$ cat src/rtl/step_pkg.sv
// Shared FSM state and mode encodings for the single-step debug controller.
package step_pkg;

  typedef enum logic [2:0] {
    StIdle,
    StStepCyc,
    StStepIns,
    StRun,
    StBreak
  } state_e;

  typedef enum logic [1:0] {
    ModeHalt    = 2'b00,
    ModeStepCyc = 2'b01,
    ModeStepIns = 2'b10,
    ModeRun     = 2'b11
  } mode_e;

  // States in which the CPU is clocked.
  function automatic logic is_exec(state_e s);
    return (s == StStepCyc) || (s == StStepIns) || (s == StRun);
  endfunction

endpackage

$ cat src/rtl/db_chan.sv
// One button channel: 2-flop synchroniser, counting debouncer, rising-edge pulse.
module db_chan #(
  parameter int unsigned DB_BITS = 16
) (
  input  logic clk,
  input  logic rst,
  input  logic btn,
  output logic level,
  output logic pulse
);

  localparam logic [DB_BITS-1:0] CntOne = DB_BITS'(1);

  logic               sync1_q, sync2_q;
  logic               level_q, level_prev_q, pulse_q;
  logic [DB_BITS-1:0] cnt_q;

  always_ff @(posedge clk or negedge rst) begin
    if (!rst) begin
      sync1_q      <= 1'b0;
      sync2_q      <= 1'b0;
      level_q      <= 1'b0;
      level_prev_q <= 1'b0;
      pulse_q      <= 1'b0;
      cnt_q        <= '0;
    end else begin
      sync1_q      <= btn;
      sync2_q      <= sync1_q;
      level_prev_q <= level_q;
      pulse_q      <= level_q & ~level_prev_q;
      // Any disagreement must persist for a full counter wrap before it is accepted.
      if (sync2_q == level_q) begin
        cnt_q <= '0;
      end else if (&cnt_q) begin
        cnt_q   <= '0;
        level_q <= ~level_q;
      end else begin
        cnt_q <= cnt_q + CntOne;
      end
    end
  end

  assign level = level_q;
  assign pulse = pulse_q;

endmodule

$ cat src/rtl/step_ctrl.sv
// Debug step controller: debounced buttons drive halt / step-cycle / step-instruction /
// run-to-breakpoint control of a registered CPU clock enable, plus an executed-cycle counter.
module step_ctrl
  import step_pkg::*;
#(
  parameter int unsigned NBTN    = 4,
  parameter int unsigned DB_BITS = 16,
  parameter int unsigned PC_W    = 32,
  parameter int unsigned CNT_W   = 32
) (
  input  logic             clk,
  input  logic             rst,
  input  logic [NBTN-1:0]  btn,
  input  logic [1:0]       mode,
  input  logic             bp_en,
  input  logic [PC_W-1:0]  bp_addr,
  input  logic [PC_W-1:0]  pc,
  input  logic             instr_done,
  output logic [NBTN-1:0]  btn_level,
  output logic [NBTN-1:0]  btn_pulse,
  output logic             cpu_ce,
  output logic             halted,
  output logic [CNT_W-1:0] cyc_cnt
);

  localparam logic [CNT_W-1:0] CntOne = CNT_W'(1);

  for (genvar i = 0; i < NBTN; i++) begin : g_chan
    db_chan #(
      .DB_BITS(DB_BITS)
    ) u_db_chan (
      .clk  (clk),
      .rst  (rst),
      .btn  (btn[i]),
      .level(btn_level[i]),
      .pulse(btn_pulse[i])
    );
  end

  state_e           state_q, state_d;
  logic             mask_q, mask_d;
  logic             cpu_ce_q, halted_q;
  logic [CNT_W-1:0] cyc_q;
  mode_e            mode_s;
  logic             start, stop, bp_hit, halt_st;

  assign mode_s  = mode_e'(mode);
  // Stop wins over a simultaneous start.
  assign stop    = btn_pulse[1];
  assign start   = btn_pulse[0] & ~btn_pulse[1];
  assign bp_hit  = instr_done & bp_en & (pc == bp_addr);
  assign halt_st = (state_q == StIdle) || (state_q == StBreak);

  always_comb begin
    state_d = state_q;
    mask_d  = mask_q;
    unique case (state_q)
      StIdle: begin
        if (start) begin
          unique case (mode_s)
            ModeStepCyc: state_d = StStepCyc;
            ModeStepIns: state_d = StStepIns;
            ModeRun: begin
              state_d = StRun;
              mask_d  = 1'b0;
            end
            default: state_d = StIdle;
          endcase
        end
      end
      StStepCyc: state_d = StIdle;
      StStepIns: if (instr_done) state_d = StIdle;
      StRun: begin
        if (stop || (mode_s == ModeHalt)) begin
          state_d = StIdle;
          mask_d  = 1'b0;
        end else if (instr_done) begin
          // The first completed instruction after a resume never re-triggers the break.
          mask_d = 1'b0;
          if (bp_hit && !mask_q) state_d = StBreak;
        end
      end
      StBreak: begin
        if (stop) begin
          state_d = StIdle;
        end else if (start) begin
          state_d = StRun;
          mask_d  = 1'b1;
        end
      end
      default: state_d = StIdle;
    endcase
  end

  always_ff @(posedge clk or negedge rst) begin
    if (!rst) begin
      state_q  <= StIdle;
      mask_q   <= 1'b0;
      cpu_ce_q <= 1'b0;
      halted_q <= 1'b1;
      cyc_q    <= '0;
    end else begin
      state_q  <= state_d;
      mask_q   <= mask_d;
      cpu_ce_q <= is_exec(state_d);
      halted_q <= ~is_exec(state_d);
      if (halt_st && btn_pulse[NBTN-1]) begin
        cyc_q <= '0;
      end else if (cpu_ce_q && !(&cyc_q)) begin
        cyc_q <= cyc_q + CntOne;
      end
    end
  end

  assign cpu_ce  = cpu_ce_q;
  assign halted  = halted_q;
  assign cyc_cnt = cyc_q;

endmodule

$ cat config.mk
export PLATFORM = sky130hd
export DESIGN_NAME = step_ctrl
export DESIGN_NICKNAME = d
export VERILOG_FILES = /design/src/rtl/step_pkg.sv /design/src/rtl/db_chan.sv /design/src/rtl/step_ctrl.sv
export SDC_FILE = /design/constraint.sdc
export NUM_CORES = 1
export LEC_CHECK = 0
export ABC_AREA = 1
export BUFFER_PORTS_ARGS = -buffer_cell sky130_fd_sc_hd__buf_2
export CORE_MARGIN = 2
export CORE_UTILIZATION = 45
export DETAILED_ROUTE_END_ITERATION = 12
export PLACE_DENSITY = 0.78
export SLEW_MARGIN = 15
export SYNTH_ARGS = -nofsm -noshare
export SYNTH_HDL_FRONTEND = slang
export SYNTH_SLANG_ARGS = --single-unit
$ cat constraint.sdc
create_clock -name clk -period 1.62 [get_ports clk]
set_input_delay 0.081 -clock clk [delete_from_list [all_inputs] [get_ports clk]]
set_output_delay 0.081 -clock clk [all_outputs]
set_load 0.01 [all_outputs]
==> flow_metrics.tcl <==
set metrics [dict create \
    outcome "complete, but fails checks" \
    failed_checks "setup timing" \
    routed_wl_mm 20.2 \
    die-area_mm2 0.0167 \
    hp-class "in -> reg" \
    worst_slack_ns -0.117 \
    fin_cells 1359 \
    setup.worst_path.end "g_chan[0].u_db_chan.cnt_q[13]" \
    intPower_uw 6610 \
    cp-startpoint "g_chan[0].u_db_chan.cnt_q[0]" \
    critPathBufInv 1 \
    irDropWorstVdd_mv 0.767 \
    drive_above_1_share_pct 34.9 \
    nNetsFinal 1214 \
    drv_slew 0 \
    grt_pass1_wl_mm 29.2 \
    cts_max_level 4 \
    reg2reg_to "g_chan[0].u_db_chan.cnt_q[13]" \
    fin_crit_ns 1.74 \
    syn-num-nets 993 \
    yosysSeqAreaShare_pct 43.4 \
    nFillCells 1220 \
    vias_per_cell 5.15 \
    cts_sinks 122 \
    cp_max_fo 4 \
    period_share_pct 107 \
    initial_utilization_pct 46.1 \
    wl_per_cell_um 14.9 \
    place.gp.congestion 0.926 \
    dr.pass1.iters 5 \
    arrival_ns 2.05 \
    syn_area_per_cell_um2 7.70 \
    synthArstFlopShare_pct 100 \
    synthCells 914 \
    path_delay_family "simple AND/OR/NAND/NOR gates" \
    area_growth_pct 40.0 \
    cp-end-kind "flip-flop" \
    place_hpwl_mm 12.9 \
    dpl.cell_count 1285 \
    synth_area_leaders "dfrtp_1 (43%), nand2_1 (11%), nor2_1 (7.5%)" \
    antenna_found_initial 0 \
    p_sw_uw 2680 \
    setup_viol 31 \
    rsz0062_at_grt "true" \
    cts_buffers 17 \
    synth_top_area_cell "dfrtp_1" \
    vias 6998 \
    cap_violations 0 \
    port_buffers 115 \
    final_core_util_pct 64.6 \
    synth_area_mm2 0.00704 \
    ys_warn_count 0 \
    clock_power_share_pct 43.1 \
    cts.clk_slew.worst_paths_ns 0.06 \
    gr-total-overflow 0 \
    path_class "reg -> reg" \
    die_h_um 129 \
    ant_nets 0 \
    cts_tree "yes" \
    synth_enable_flop_cells 0 \
    drc 0 \
    synthDistinctLibCells 42 \
    grt.total_usage_pct 22.0 \
    regToRegStartpoint "g_chan[0].u_db_chan.cnt_q[0]" \
    post-synth-top-count-cell "nand2_1" \
    fmax_mhz 576 \
    path_cells "inv_1 > nor2_2 > nand3_2 > nor3_4 > nand3_2 > nor2_4 > nand2_1 > nand2_1 > nor2_1" \
    hold_viol 0 \
    cp.required_ns 1.93 \
    startpoint_type "flip-flop" \
    regToRegSetupSlack_ns -0.12 \
    dp_slack_ns -0.0783 \
    fin_skew_ns 0.00685 \
    root_buffer "clkbuf_16" \
    antenna-diode-count 0 \
    combPwrFrac_pct 20.9 \
    synthDominantCellAreaShare_pct 43.0 \
    synth-main-ff-cell "dfrtp_1" \
    crit_slowest_cell "dfrtp_1" \
    rows 45 \
    drt_iter0_markers 491 \
    core_mm2 0.0153 \
    pwr-share-seq_pct 36.0 \
    ys_ff_latch 122 \
    fp.dieW_um 129 \
    grt_pass1_vias 6274 \
    critical_path_cell_count 9 \
    worstMarginPinSlew_ns 0.472 \
    critPathMaxStageDelay_ns 0.43 \
    slew_headroom_pct 68.3 \
    static-leakage-power_uw 0.00461 \
    grt_start_max_net_pins 47 \
    power-per-cell-area_mw_per_mm2 943 \
    reg2reg_depth 9 \
    clock_path_buffers 2 \
    synth_common_cells "nand2_1 (210), nor2_1 (141), dfrtp_1 (121), inv_1 (114), nand3_1 (74)" \
    clkLatencyLatePin_ns 0.43 \
    io_pins 116 \
    switching_share_pct 28.8 \
]
sequential cells by signal, summed over array words and instances, names as in the netlist:
register,flops
g_chan.u_db_chan.pulse,4
g_chan.u_db_chan.level_prev_q,4
mask_q,1
cyc_cnt,32
state_q,3
halted,1
g_chan.u_db_chan.cnt_q,64
g_chan.u_db_chan.sync2_q,4
cpu_ce,1
g_chan.u_db_chan.sync1_q,4
g_chan.u_db_chan.level,4
metrics by stage:
stage	power (uW)	TNS [ns]	instance area (um2)	hold WS [ns]
6_report	9290	-0.948	9850	0.0859
5_1_grt	9680	-7.33	9850	0.109
4_1_cts	8980	0	9120	0.0937
3_5_place_dp	4860	-0.975	8310	0.0231
3_3_place_gp	4830	-0.0642	8310	0.0231
2_1_floorplan	4310	-0.663	7090	-0.215
power groups by stage:
stage               combinational [uW]  clock [uW]  sequential, uW
detailed placement                1480           0            3380
global route                      2120        4200            3360
finish                            1940        4000            3350
floorplan                          904           0            3410
CTS                               1630        4020            3320
global placement                  1460           0            3370
how the worst min path moves through the flow:
stage	startpoint	end	slack, ns	depth (start not counted)
6_report	instr_done	mask_q	0.09	3
5_1_grt	instr_done	mask_q	0.11	3
4_1_cts	instr_done	mask_q	0.09	3
3_5_place_dp	rst	g_chan[0].u_db_chan.cnt_q[12]	0.02	1
3_3_place_gp	rst	g_chan[0].u_db_chan.cnt_q[12]	0.02	1
2_1_floorplan	rst	cpu_ce	-0.21	0
routing by layer:
metal / wire, um / vias up / GRT usage [%]
met5: 0 / - / 0
met4: 490 / 0 / 7.16
met3: 1250 / 57 / 4.67
met2: 10100 / 285 / 36.6
met1: 8360 / 3308 / 29.0
li1: - / 3348 / -
cells in the final DEF (no fill, tap or decap), types with 20 or more instances in the layout:
cell       n
buf_2    114
buf_4     85
dfrtp_1  121
inv_1    107
nand2_1  183
nand2_2   27
nand3_1   54
nor2_1   111
nor2_2    20
nor3_1    30
xnor2_1   28
xor2_1    41
area by class of cell:
class / count / area [um2] / area share (%)
inverter: 118 / 478 / 4.85
timing repair buffer: 220 / 1470 / 14.9
multi-input combinational: 655 / 3960 / 40.1
sequential: 122 / 3050 / 31.0
tap: 211 / 264 / 2.68
clock inverter: 13 / 175 / 1.78
timing repair inverter: 1 / 16.3 / 0.165
clock buffer: 19 / 443 / 4.50
what timing repair did:
item / in CTS / in global routing
setup endpoints to repair: 39 / 82
setup buffers: 9 / 26
endpoints found under the hold margin: 125 / 0
hold buffers: 5 / 0
resized for setup: 21 / 129
cloned: 0 / 2
pin swaps: 7 / 50
tightest hold or removal path, stage by stage:
cell and delay, ns:
buf_2 0.12, o221a_2 0.20, o21ai_0 0.07
kinds of logic after synthesis:
group	synth area share [%]
and+or+nand+nor	32.7
DFF	43.4
xor gates and xnor gates	8.96
adders and majority gates	0.889
AOI/OAI and AO/OA	5.51
buffers and inverters	8.57
No activity file was read; power rests on OpenSTA's default activity.
